$ cat config.mk
export PLATFORM = sky130hd
export DESIGN_NAME = game_screen_ctrl
export DESIGN_NICKNAME = d
export VERILOG_FILES = /design/src/rtl/game_screen_ctrl.sv
export SDC_FILE = /design/constraint.sdc
export NUM_CORES = 1
export LEC_CHECK = 0
export BUFFER_PORTS_ARGS = -buffer_cell sky130_fd_sc_hd__buf_2
export CAP_MARGIN = 15
export CORE_MARGIN = 2
export CORE_UTILIZATION = 30
export DETAILED_ROUTE_END_ITERATION = 16
export GPL_TIMING_DRIVEN = 0
export PLACE_DENSITY = 0.55
export SLEW_MARGIN = 20
export SYNTH_ARGS = -nofsm -noshare
export SYNTH_HDL_FRONTEND = slang
export SYNTH_SLANG_ARGS = --single-unit
$ cat constraint.sdc
create_clock -name clk -period 1.91 [get_ports clk]
set_input_delay 0.191 -clock clk [delete_from_list [all_inputs] [get_ports clk]]
set_output_delay 0.191 -clock clk [all_outputs]
set_load 0.03 [all_outputs]
$ cat src/rtl/game_screen_ctrl.sv
// Screen sequencer for the VGA game: tracks menu/play/winner phases and
// switches the screen mux only on vsync rising edges so frames never tear.
module game_screen_ctrl #(
   parameter int HOLD_FRAMES  = 300,
   parameter int BLINK_FRAMES = 30,
   parameter int CNT_W        = 10
) (
   input  logic       clk,
   input  logic       rst,
   input  logic       start_btn,
   input  logic       p1_win,
   input  logic       p2_win,
   input  logic       vsync,
   output logic [1:0] screen_sel,
   output logic       game_en,
   output logic       game_rst,
   output logic       blink_on,
   output logic [1:0] state_dbg
);

   // State encodings double as the screen mux select values.
   typedef enum logic [1:0] {
      IDLE = 2'd0,
      PLAY = 2'd1,
      WIN1 = 2'd2,
      WIN2 = 2'd3
   } state_t;

   localparam int HOLD_EFF = (HOLD_FRAMES < 1) ? 1 : HOLD_FRAMES;
   localparam logic [CNT_W-1:0] HOLD_LAST  = CNT_W'(HOLD_EFF - 1);
   localparam logic [CNT_W-1:0] BLINK_LAST = CNT_W'(BLINK_FRAMES - 1);
   localparam logic [CNT_W-1:0] CNT_MAX    = '1;

   state_t           state_q, state_d;
   logic             vsync_q, start_q;
   logic [CNT_W-1:0] frame_cnt_q, frame_cnt_d;
   logic [CNT_W-1:0] blink_cnt_q, blink_cnt_d;
   logic             blink_on_q, blink_on_d;
   logic [1:0]       screen_sel_q;
   logic             game_en_q, game_rst_q;
   logic             frame_tick, start_rise;
   logic             in_win_q, in_win_d;

   assign frame_tick = vsync & ~vsync_q;
   assign start_rise = start_btn & ~start_q;
   assign in_win_q   = (state_q == WIN1) || (state_q == WIN2);
   assign in_win_d   = (state_d == WIN1) || (state_d == WIN2);

   always_comb begin
      state_d = state_q;
      case (state_q)
         IDLE:       if (start_rise) state_d = PLAY;
         PLAY: begin
            if (p1_win)      state_d = WIN1;
            else if (p2_win) state_d = WIN2;
         end
         WIN1, WIN2: if (frame_tick && (frame_cnt_q == HOLD_LAST)) state_d = IDLE;
         default:    state_d = IDLE;
      endcase
   end

   // A transition clears the counters; a tick in the same cycle is not counted.
   always_comb begin
      frame_cnt_d = frame_cnt_q;
      blink_cnt_d = blink_cnt_q;
      blink_on_d  = blink_on_q;
      if (state_d != state_q) begin
         frame_cnt_d = '0;
         blink_cnt_d = '0;
         blink_on_d  = in_win_d;
      end else if (in_win_q && frame_tick) begin
         if (frame_cnt_q != CNT_MAX) frame_cnt_d = frame_cnt_q + 1'b1;
         if (blink_cnt_q == BLINK_LAST) begin
            blink_on_d  = ~blink_on_q;
            blink_cnt_d = '0;
         end else begin
            blink_cnt_d = blink_cnt_q + 1'b1;
         end
      end else if (!in_win_q) begin
         blink_on_d = 1'b0;
      end
   end

   always_ff @(posedge clk) begin
      if (rst) begin
         state_q      <= IDLE;
         vsync_q      <= 1'b1;
         start_q      <= 1'b0;
         frame_cnt_q  <= '0;
         blink_cnt_q  <= '0;
         blink_on_q   <= 1'b0;
         screen_sel_q <= 2'd0;
         game_en_q    <= 1'b0;
         game_rst_q   <= 1'b0;
      end else begin
         state_q     <= state_d;
         vsync_q     <= vsync;
         start_q     <= start_btn;
         frame_cnt_q <= frame_cnt_d;
         blink_cnt_q <= blink_cnt_d;
         blink_on_q  <= blink_on_d;
         game_en_q   <= (state_q == PLAY);
         game_rst_q  <= (state_q == IDLE) && start_rise;
         if (frame_tick) screen_sel_q <= state_q;
      end
   end

   assign screen_sel = screen_sel_q;
   assign game_en    = game_en_q;
   assign game_rst   = game_rst_q;
   assign blink_on   = blink_on_q;
   assign state_dbg  = state_q;

endmodule

==> impl_metrics.env <==
export IMPL_critical_path_max_stage_delay_ns=0.52
export IMPL_fin_nets=180
export IMPL_design_area_sq_mm=0.001637
export IMPL_synth_edf_count=0
export IMPL_final_core_util_pct=37.33
export IMPL_setup_violations=0
export IMPL_routedWlPerCell_microns=12.33
export IMPL_drv_cap=0
export IMPL_crit_arrival_ns=2.01
export IMPL_reg2regPathDepth=5
export IMPL_drt_initial_drc_count=81
export IMPL_postRouteAntennaNets=0
export IMPL_cts_sinks=29
export IMPL_die_area_sq_mm=0.005132
export IMPL_synth_main_ff_cell="dfxtp_1"
export IMPL_die_w_microns=71.64
export IMPL_fmax_ghz=0.5541
export IMPL_r2r_slack_ns=0.11
export IMPL_syn_to_final_growth_pct=19.23
export IMPL_grt_max_degree=11
export IMPL_syn_num_nets=161
export IMPL_hold_class="input pin to flip-flop"
export IMPL_dp_hpwl_microns=2006
export IMPL_grt_pass1_wl_microns=4671
export IMPL_grt_pass1_vias=1058
export IMPL_clkTransAtPathRegs_ns=0.06
export IMPL_syn_avg_cell_area_sq_um=9.030
export IMPL_start_kind="flip-flop"
export IMPL_firstDrtPassIters=4
export IMPL_hold_viol_final=0
export IMPL_drc=0
export IMPL_finalCritPeriodShare_pct=94.48
export IMPL_yosysSeqAreaShare_pct=42.30
export IMPL_final_cell_mix="dfxtp_1 (27), nor2_1 (21), buf_2 (11), xnor2_1 (9), nand2_1 (8)"
export IMPL_chipHeight_microns=71.64
export IMPL_layout_commonest_cell="dfxtp_1"
export IMPL_synth_cell_type_count=43
export IMPL_vdd_drop_max_mv=0.4273
export IMPL_cp_data_required_time_ns=2.12
export IMPL_wl_microns=2762
export IMPL_pwr_density_cell_mw_per_mm2=892.4
export IMPL_num_rows=24
export IMPL_fillers=446
export IMPL_diodes=0
export IMPL_post_route_cells_drive_above_1_share_pct=17.44
export IMPL_gp_congestion=0.8571
export IMPL_cts_buffer_depth=2
export IMPL_crit_path_top_delay_cell="or4b_4"
export IMPL_finalCriticalPeriod_ns=1.805
export IMPL_clkLatencyLatePin_ns=0.28
export IMPL_syn_cell_area_sq_mm=0.001373
export IMPL_cts_tree="yes"
export IMPL_endpoint_kind="flip-flop"
export IMPL_async_flop_share_pct=0
export IMPL_initial_utilization_pct=31.31
export IMPL_r2r_start="state_dbg[1]"
export IMPL_slew_headroom_pct=65.20
export IMPL_io_pins=13
export IMPL_crit_start="state_dbg[1]"
export IMPL_ys_warn_count=0
export IMPL_syn_inst=152
export IMPL_antenna_found_initial=0
export IMPL_grtUsageTotal_pct=11.80
export IMPL_fin_skew_ns=0.004793
export IMPL_ys_seq_elements=29
export IMPL_viasPerCell=5.183
export IMPL_core_sq_mm=0.004384
export IMPL_postCtsHoldBufs=0
export IMPL_outcome="finished, final reports clean"
export IMPL_vias=1161
export IMPL_timing_hold_ws_ns=0.1304
export IMPL_p_leak_nw=0.5780
export IMPL_crit_path_end="blink_on"
export IMPL_r2r_end="blink_on"
export IMPL_tns_ns=0
export IMPL_cts_max_level=2
export IMPL_port_buffers=11
export IMPL_rsz0062_at_grt="no"
export IMPL_worstSetupPathType="flip-flop to flip-flop"
export IMPL_grt_ovfl_total=0
export IMPL_root_buffer="clkbuf_8"
export IMPL_crit_chain="buf_6, nand3b_4, or4b_4, or4b_1, a31oi_1"
export IMPL_cts_buffers=5
export IMPL_drv_slew=0
export IMPL_worstMarginPinSlew_ns=0.5088
export IMPL_dpl_cell_area_sq_mm=0.001494
export IMPL_critPathMaxFanout=10
==> worst min path at each step <==
stage / end / cells after the start / startpoint / slack, ns
floorplan: vsync_q / 1 / vsync / 0.30
global placement: start_q / 2 / start_btn / 0.42
detailed placement: start_q / 2 / start_btn / 0.42
CTS: start_q / 2 / start_btn / 0.13
global route: start_q / 2 / start_btn / 0.16
finish: start_q / 2 / start_btn / 0.13
==> registers in the layout (all words and copies together), names as in the netlist <==
signal       flops
screen_sel       2
game_en          1
blink_on         1
blink_cnt_q     10
start_q          1
game_rst         1
frame_cnt_q     10
state_dbg        2
vsync_q          1
==> critical path: cells and delay by family, from the launching register on <==
family	cells	cell delay [ns]
AND/OR/NAND/NOR	3	1.10
AO/OA/AOI/OAI	1	0.17
flip-flops	1	0.33
buffers and inverters	1	0.13
==> cell type report <==
| cell class | instances | area (sq um) | share of cell area (%) |
|---|---|---|---|
| clock buffers | 5 | 68.82 | 4.205 |
| plain buffers | 4 | 22.52 | 1.376 |
| inverters | 4 | 15.01 | 0.9174 |
| repair buffers | 12 | 62.56 | 3.823 |
| well taps | 52 | 65.06 | 3.976 |
| multi-input cells | 115 | 754.5 | 46.10 |
| flip-flops and latches | 29 | 583.1 | 35.63 |
| clock inverters | 3 | 65.06 | 3.976 |
==> logic make-up (layout without fill, tap and decap cells) <==
| logic type | count (synthesis) | in the layout | synth area share [%] |
|---|---|---|---|
| buffers and inverters | 8 | 28 | 2.734 |
| xor gates and xnor gates | 12 | 12 | 7.658 |
| muxes | 3 | 3 | 2.188 |
| DFF | 29 | 29 | 42.30 |
| AOI/OAI and AO/OA | 22 | 22 | 11.12 |
| adders and majority gates | 3 | 3 | 2.735 |
| and+or+nand+nor | 75 | 75 | 31.27 |
==> stage by stage <==
step | setup slack, ns | instances | total power, mW
after global placement | 0.07766 | 215 | 0.7227
after CTS | 0.06374 | 223 | 1.483
final | 0.1054 | 224 | 1.460
after detailed placement | 0.07774 | 215 | 0.7242
after global routing | 0.01107 | 224 | 1.516
after floorplan | 0.04105 | 152 | 0.6985
==> Yosys cell counts (2+ instances only) <==
cell type | n | area, sq um
o21ai_0 | 3 | 15.01
a21oi_1 | 5 | 25.02
nand2_1 | 8 | 30.03
or2_2 | 3 | 18.77
nor3b_1 | 2 | 15.01
a31oi_1 | 3 | 18.77
ha_1 | 3 | 37.54
mux2i_1 | 3 | 30.03
dfxtp_1 | 29 | 580.6
nand2b_1 | 3 | 18.77
clkbuf_1 | 3 | 11.26
xnor2_1 | 9 | 78.83
inv_1 | 4 | 15.01
nor3_1 | 7 | 35.03
nor2b_1 | 2 | 12.51
nand3_1 | 6 | 30.03
nor2_1 | 21 | 78.83
nor4_1 | 3 | 18.77
xor2_1 | 3 | 26.28
nand4_1 | 5 | 31.28
and3_1 | 2 | 12.51
a211oi_1 | 3 | 22.52
nor4b_1 | 2 | 17.52
==> routing by layer <==
metal	part of all wire, %	vias to the layer above	global-route usage [%]	wire length (microns)
li1	-	586	-	-
met1	47	538	14.36	1299
met2	45	28	18.21	1250
met3	5.3	9	4.641	147
met4	2.4	0	5.660	65
met5	0	-	0	0
==> where the power goes <==
part / total, mW / internal (mW) / switching (mW)
Clock: 0.751 / 0.518 / 0.233
Combinational: 0.0871 / 0.0316 / 0.0556
Sequential: 0.623 / 0.616 / 0.00692
==> timing repair <==
| action | 4_1_cts | 5_1_grt |
|---|---|---|
| endpoints found under the hold margin | 0 | 0 |
| buffers inserted | 0 | 1 |
| setup endpoints to repair | 0 | 1 |
| gates resized for setup | 0 | 1 |
(Power assumes the default switching activity.)
